[config.mk]
export PLATFORM = sky130hd
export DESIGN_NAME = ctrl_seq
export DESIGN_NICKNAME = d
export VERILOG_FILES = /design/src/rtl/ctrl_seq_pkg.sv /design/src/rtl/ctrl_decode.sv /design/src/rtl/ctrl_seq.sv
export SDC_FILE = /design/constraint.sdc
export NUM_CORES = 1
export LEC_CHECK = 0
export CORE_MARGIN = 2
export CORE_UTILIZATION = 41
export CTS_BUF_LIST = sky130_fd_sc_hd__clkbuf_4
export DETAILED_ROUTE_END_ITERATION = 10
export HOLD_SLACK_MARGIN = 0.08
export MAX_ROUTING_LAYER = met4
export PLACE_DENSITY_LB_ADDON = 0.05
export SYNTH_ARGS = -nofsm -noshare
export SYNTH_HDL_FRONTEND = slang
export SYNTH_SLANG_ARGS = --single-unit
[constraint.sdc]
create_clock -name Clk -period 2.1 [get_ports Clk]
set_clock_uncertainty 0.2 [all_clocks]
set_input_delay 0.315 -clock Clk [delete_from_list [all_inputs] [get_ports Clk]]
set_output_delay 0.315 -clock Clk [all_outputs]
set_load 0.05 [all_outputs]
[src/rtl/ctrl_seq_pkg.sv]
// Shared opcode/state encodings and the strobe bundle exchanged between
// the sequencer and its combinational decoder.
package ctrl_seq_pkg;

  localparam int OP_BITS = 4;

  typedef enum logic [OP_BITS-1:0] {
    OP_ADD    = 4'h0,
    OP_SUB    = 4'h1,
    OP_AND    = 4'h2,
    OP_OR     = 4'h3,
    OP_BEQ    = 4'h4,
    OP_BNE    = 4'h5,
    OP_BGE    = 4'h6,
    OP_LW     = 4'h7,
    OP_SW     = 4'h8,
    OP_MOV    = 4'h9,
    OP_ASSIGN = 4'hA,
    OP_CLRSC  = 4'hB,
    OP_JMP    = 4'hC,
    OP_HALT   = 4'hF
  } opcode_t;

  typedef enum logic [2:0] {
    ST_IDLE,
    ST_FETCH,
    ST_EXEC,
    ST_MEM,
    ST_HALT
  } state_t;

  typedef struct packed {
    logic pc_inc;
    logic jump_en;
    logic sc_en;
    logic sc_clr;
    logic reg_exe;
    logic imm_exe;
    logic mem_rd;
    logic mem_wr;
    logic mem_to_reg;
    logic reg_to_acc;
    logic acc_to_reg;
    logic assign_val;
  } strobes_t;

endpackage

[src/rtl/ctrl_decode.sv]
// Combinational instruction decode: opcode, mode bit and ALU flags to the
// EXEC-cycle strobes, plus classification used by the sequencer.
module ctrl_decode
  import ctrl_seq_pkg::*;
(
  input  opcode_t  op,
  input  logic     mode,
  input  logic     zero,
  input  logic     neg,
  output strobes_t strb,
  output logic     is_mem,
  output logic     is_load,
  output logic     is_halt
);

  always_comb begin
    strb    = '0;
    is_mem  = 1'b0;
    is_load = 1'b0;
    is_halt = 1'b0;
    case (op)
      OP_ADD, OP_SUB: begin
        strb.reg_exe = !mode;
        strb.imm_exe = mode;
        strb.sc_en   = 1'b1;
      end
      OP_AND, OP_OR: begin
        strb.reg_exe = !mode;
        strb.imm_exe = mode;
      end
      OP_BEQ: begin
        strb.reg_exe = !mode;
        strb.imm_exe = mode;
        strb.jump_en = zero;
      end
      OP_BNE: begin
        strb.reg_exe = !mode;
        strb.imm_exe = mode;
        strb.jump_en = !zero;
      end
      OP_BGE: begin
        strb.reg_exe = !mode;
        strb.imm_exe = mode;
        strb.jump_en = !neg;
      end
      OP_JMP:    strb.jump_en    = 1'b1;
      OP_ASSIGN: strb.assign_val = 1'b1;
      OP_CLRSC:  strb.sc_clr     = 1'b1;
      OP_MOV: begin
        strb.reg_to_acc = !mode;
        strb.acc_to_reg = mode;
      end
      OP_LW: begin
        is_mem  = 1'b1;
        is_load = 1'b1;
      end
      OP_SW:   is_mem  = 1'b1;
      OP_HALT: is_halt = 1'b1;
      default: ;
    endcase
    // Memory ops advance the PC only when the access completes.
    strb.pc_inc = !(strb.jump_en || is_mem || is_halt);
  end

endmodule

[src/rtl/ctrl_seq.sv]
// Instruction sequencer: IDLE/FETCH/EXEC/MEM/HALT control with memory
// timeout, sticky error flag and retired-instruction counter.
module ctrl_seq
  import ctrl_seq_pkg::*;
#(
  parameter int IW   = 9,
  parameter int OPW  = 4,
  parameter int TO_W = 4,
  parameter int CW   = 16
) (
  input  logic          Clk,
  input  logic          Reset,
  input  logic          Start,
  input  logic [IW-1:0] Instruction,
  input  logic          instr_valid,
  input  logic          ZERO,
  input  logic          NEG,
  input  logic          mem_ack,
  output logic          pc_inc,
  output logic          jump_en,
  output logic          sc_en,
  output logic          sc_clr,
  output logic          reg_exe,
  output logic          imm_exe,
  output logic          mem_rd,
  output logic          mem_wr,
  output logic          mem_to_reg,
  output logic          reg_to_acc,
  output logic          acc_to_reg,
  output logic          assign_val,
  output logic          busy,
  output logic          done,
  output logic          mem_err,
  output logic [CW-1:0] instr_cnt
);

  // Last MEM-cycle count before giving up; reached on the (2^TO_W-1)th cycle.
  localparam logic [TO_W-1:0] TO_LAST = {{(TO_W-1){1'b1}}, 1'b0};

  state_t          state_reg, state_next;
  logic [IW-1:0]   ir_reg;
  logic [TO_W-1:0] to_cnt_reg, to_cnt_next;
  logic [CW-1:0]   instr_cnt_reg;
  logic            mem_err_reg;
  logic            retire;
  logic            err_set;
  strobes_t        strb;

  opcode_t  op;
  logic     mode;
  strobes_t dec_strb;
  logic     dec_is_mem, dec_is_load, dec_is_halt;
  logic     unused_operand;

  assign op             = opcode_t'(OP_BITS'(ir_reg[IW-1 -: OPW]));
  assign mode           = ir_reg[IW-OPW-1];
  assign unused_operand = ^ir_reg[IW-OPW-2:0];

  ctrl_decode u_decode (
    .op      (op),
    .mode    (mode),
    .zero    (ZERO),
    .neg     (NEG),
    .strb    (dec_strb),
    .is_mem  (dec_is_mem),
    .is_load (dec_is_load),
    .is_halt (dec_is_halt)
  );

  always_ff @(posedge Clk) begin
    if (Reset) begin
      state_reg     <= ST_IDLE;
      ir_reg        <= '0;
      to_cnt_reg    <= '0;
      instr_cnt_reg <= '0;
      mem_err_reg   <= 1'b0;
    end else begin
      state_reg  <= state_next;
      to_cnt_reg <= to_cnt_next;
      if (state_reg == ST_FETCH && instr_valid) ir_reg <= Instruction;
      if (retire) instr_cnt_reg <= instr_cnt_reg + 1'b1;
      if (err_set) mem_err_reg <= 1'b1;
    end
  end

  always_comb begin
    state_next  = state_reg;
    to_cnt_next = to_cnt_reg;
    strb        = '0;
    retire      = 1'b0;
    err_set     = 1'b0;
    case (state_reg)
      ST_IDLE:  if (Start) state_next = ST_FETCH;
      ST_FETCH: if (instr_valid) state_next = ST_EXEC;
      ST_EXEC: begin
        strb        = dec_strb;
        to_cnt_next = '0;
        if (dec_is_mem) begin
          state_next = ST_MEM;
        end else begin
          retire     = 1'b1;
          state_next = dec_is_halt ? ST_HALT : ST_FETCH;
        end
      end
      ST_MEM: begin
        strb.mem_rd = dec_is_load;
        strb.mem_wr = !dec_is_load;
        // An ack in the terminal cycle completes the access normally.
        if (mem_ack) begin
          strb.mem_to_reg = dec_is_load;
          strb.pc_inc     = 1'b1;
          retire          = 1'b1;
          state_next      = ST_FETCH;
        end else if (to_cnt_reg == TO_LAST) begin
          err_set    = 1'b1;
          state_next = ST_HALT;
        end else begin
          to_cnt_next = to_cnt_reg + 1'b1;
        end
      end
      ST_HALT:  if (Start) state_next = ST_FETCH;
      default:  state_next = ST_IDLE;
    endcase
  end

  assign pc_inc     = strb.pc_inc;
  assign jump_en    = strb.jump_en;
  assign sc_en      = strb.sc_en;
  assign sc_clr     = strb.sc_clr;
  assign reg_exe    = strb.reg_exe;
  assign imm_exe    = strb.imm_exe;
  assign mem_rd     = strb.mem_rd;
  assign mem_wr     = strb.mem_wr;
  assign mem_to_reg = strb.mem_to_reg;
  assign reg_to_acc = strb.reg_to_acc;
  assign acc_to_reg = strb.acc_to_reg;
  assign assign_val = strb.assign_val;

  assign busy      = (state_reg == ST_FETCH) || (state_reg == ST_EXEC) || (state_reg == ST_MEM);
  assign done      = (state_reg == ST_HALT);
  assign mem_err   = mem_err_reg;
  assign instr_cnt = instr_cnt_reg;

endmodule

==> results of run 1 <==
## metal layers
metal / up-vias / track usage, %
li1: 862 / -
met1: 868 / 29.4
met2: 46 / 40.4
met3: 6 / 6.47
met4: 0 / 8.16
met5: - / -
## metrics by stage
| step | hold slack (ps) | cells |
|---|---|---|
| after global routing | 328 | 310 |
| after global placement | 256 | 292 |
| after floorplan | 262 | 197 |
| after CTS | 305 | 308 |
| after detailed placement | 293 | 292 |
| final | 306 | 310 |
## area by class of cell
type,instances,area share [%]
sequential,29,21.7
tap,48,2.18
inverter,5,0.680
timing repair buffer,73,31.5
clock inverter,2,1.22
clock buffer,6,1.63
multi-input combinational,147,41.1
## where the power goes
part | leakage [uW] | internal (uW) | switching [uW]
registers | 0.000239 | 556 | 10.6
clock network | 0.0000433 | 261 | 217
logic | 0.000788 | 105 | 108
total | 0.00107 | 922 | 336
## worst min-delay path: cells and delay by family (launching register included)
kind           cells  cell delay, ps
AO/OA/AOI/OAI      2             120
flip-flops         1             350
## worst paths after layout
path | start | end | cells past startpoint
min | instr_cnt[5] | instr_cnt[5] | 2
max | state_reg[0] | sc_en | 5
max reg2reg | ir_reg[6] | instr_cnt[8] | 7
min reg2reg | instr_cnt[5] | instr_cnt[5] | 2
## cell usage in the layout, fill, tap and decap left out, types with 2 or more instances in the layout
cell type,n
a21oi_1,19
and3_1,3
and4_1,4
buf_12,14
buf_16,2
buf_4,25
buf_6,7
clkbuf_4,6
clkdlybuf4s50_1,15
dfxtp_1,20
dfxtp_2,6
dfxtp_4,3
dlygate4sd2_1,3
dlymetal6s2s_1,6
ha_1,3
inv_1,5
mux2_2,2
mux2i_1,6
nand2_1,7
nand3_1,11
nand4_1,5
nor2_1,13
nor2_4,6
nor3_1,3
nor3_2,2
nor3_4,2
nor4_4,5
nor4bb_1,2
o21ai_0,8
o31ai_1,6
or3_1,8
or3b_4,3
or4_1,7
xor2_1,3
## timing repair
item	in CTS	in global routing
endpoints found under the setup margin	22	32
cloned	2	0
buffers inserted	6	2
resized for setup	34	21
hold buffers	0	0
pin swaps	16	11
## cell families (layout without fill, tap and decap cells)
family          Yosys count  in the layout
flops                    29             29
xor+xnor                  3              3
mux                       8              8
simple gates             91             91
compound gates           42             42
buf+inv                  21             86
fa+ha+maj                 3              3
==> summary.txt, run 1 <==
Yosys
  – Post-Synthesis Cells: 197
  – Post-Synth Adder-Cell Area: 2.38%
  – Ys flop type: dfxtp_1
  – Largest family of logic cells by synthesized area: simple AND/OR/NAND/NOR gates
  – Library cells used by synthesis: 35
  – Top-area cell type share of the netlist area: 36.9%
  – Xor/xnor share of the synthesized area: 1.67%
  – Post-synthesis sequential area ratio: 36.9%
  – Mapped Nets: 216
  – Post-synthesis async set-or-reset flop share: 0%
  – Yosys warns: 0
  – Post-synthesis cell area: 1570 sq um
  – Synth Area in Compound Gates: 15.5%
  – Leading post-synthesis cells by cell area: dfxtp_1 (37%), a21oi_1 (6.4%), nor2_1 (4.5%)
  – Cell with the most instances after synthesis: dfxtp_1
  – Mux cell area share after synthesis: 5.25%
  – Synth cell count leaders: dfxtp_1 (29), a21oi_1 (20), nor2_1 (19), clkbuf_1 (15), nand3_1 (12)
  – Mean post-synth cell area: 7.99 sq um
  – Yosys reg bits: 29
  – Largest area contributor in the netlist: dfxtp_1
  – Post-synthesis simple-gate area fraction: 33.2%
  – EDFF count, synth: 0

STA
  – Final Hold Fails: 0
  – Worst slew margin: 66.1%
  – Setup TNS: -3150 ps
  – Worst-margin pin slew: 507 ps
  – Setup Viol. Count Final: 23
  – Final Critical Period: 2340 ps
  – Fmax: 0.427 GHz
  – Max Transition Viols Final: 0
  – Setup WS post-layout: -243 ps
  – RSZ-0062 raised after global routing: true
  – Final period util: 112%

Global route
  – Total track usage: 24.6%
  – Vias in the first global route: 1749
  – Largest net degree at the start of global routing: 30
  – Initial antenna violation count: 0
  – First-pass GRT wire length: 8.00 mm
  – Gr ovfl total: 0

Floorplan
  – FP Rows: 22
  – I/O pins: 47
  – Core area: 3690 sq um
  – Starting density of the core: 42.7%
  – Die Y: 66.0 microns
  – Die Area: 4350 sq um
  – Die width: 66.0 microns

Finish
  – Core Util, Final: 74.8%
  – Antenna cell count: 0
  – Max FFs per register: 16
  – Multi-input logic area: 1130 sq um
  – Storage cell area: 599 sq um
  – Synthesis-to-layout area growth: 75.3%
  – Nets@finish: 280
  – Design area: 2760 sq um
  – FILL cells: 257
  – Layout cell share with drive strength beyond 1: 37.0%

Pwr
  – Pwr Total: 1260 uW
  – P_leak: 0.00107 uW
  – Total power divided by cell area: 456 nW/um^2
  – VDD IR max: 684 uV

Clocking
  – TritonCTS Buffers: 5
  – Sink Count: 29
  – Reg clk slew, reported paths: 110 ps
  – Clock Path Buffers: 2
  – TritonCTS clock tree: built
  – Skew-Pair Late Insertion Delay: 360 ps
  – Root Buffer Master: clkbuf_4
  – Htree depth: 2

Worst setup path
  – Crit-path leading delay family: simple AND/OR/NAND/NOR gates
  – WP data required: 1580 ps
  – Crit path DAT: 1830 ps
  – Ordered cell list for the critical path: or3b_4, buf_12, buf_6, nor4_4, buf_12
  – Critical Path Start Type: flip-flop
  – Most common cell on crit path: buf_12
  – Max stage delay on crit path: 410 ps
  – CP Capture Type: primary output
  – Reg2Reg Setup Slack: -180 ps
  – WP buf/inv: 3
  – CP Max Fanout: 8
  – Critical Path Slowest Stage Cell: or3b_4
  – Crit Path Category: flip-flop to primary output

Routing
  – Router iterations before antenna repair: 4
  – Via Count: 1782
  – DR WL/cell: 16.3 microns
  – WL met3: 202 microns
  – Max Used Layer: met4
  – DR iter-0 viols: 161
  – Via density: 5.75
  – WL met1: 2.14 mm
  – DR WL met2: 2.63 mm
  – ANT nets after route: 0
  – Remaining DRCs: 0
  – Total routed wirelength: 5.05 mm

Status
  – Failing checks: negative setup slack
  – Status: finished, violations left

Place
  – Setup WS pre-CTS: -261 ps
  – # port buffers: 42
  – HPWL after DPL: 3.23 mm
  – Post-DP Area: 2390 sq um
  – Placer's final routability congestion estimate: 0.761

Job
  – Max-Cap Viols: 0

Min path
  – Hold Crit Class: flip-flop to flip-flop
No activity file was read; power rests on OpenSTA's default activity.
==> run 2: changes to the inputs <==
Settings changed: GPL_ROUTABILITY_DRIVEN set to 0, SLEW_MARGIN set to 20.
==> results of run 2 <==
Same layout as run 1: the final DEF is identical, and so are final timing and power.
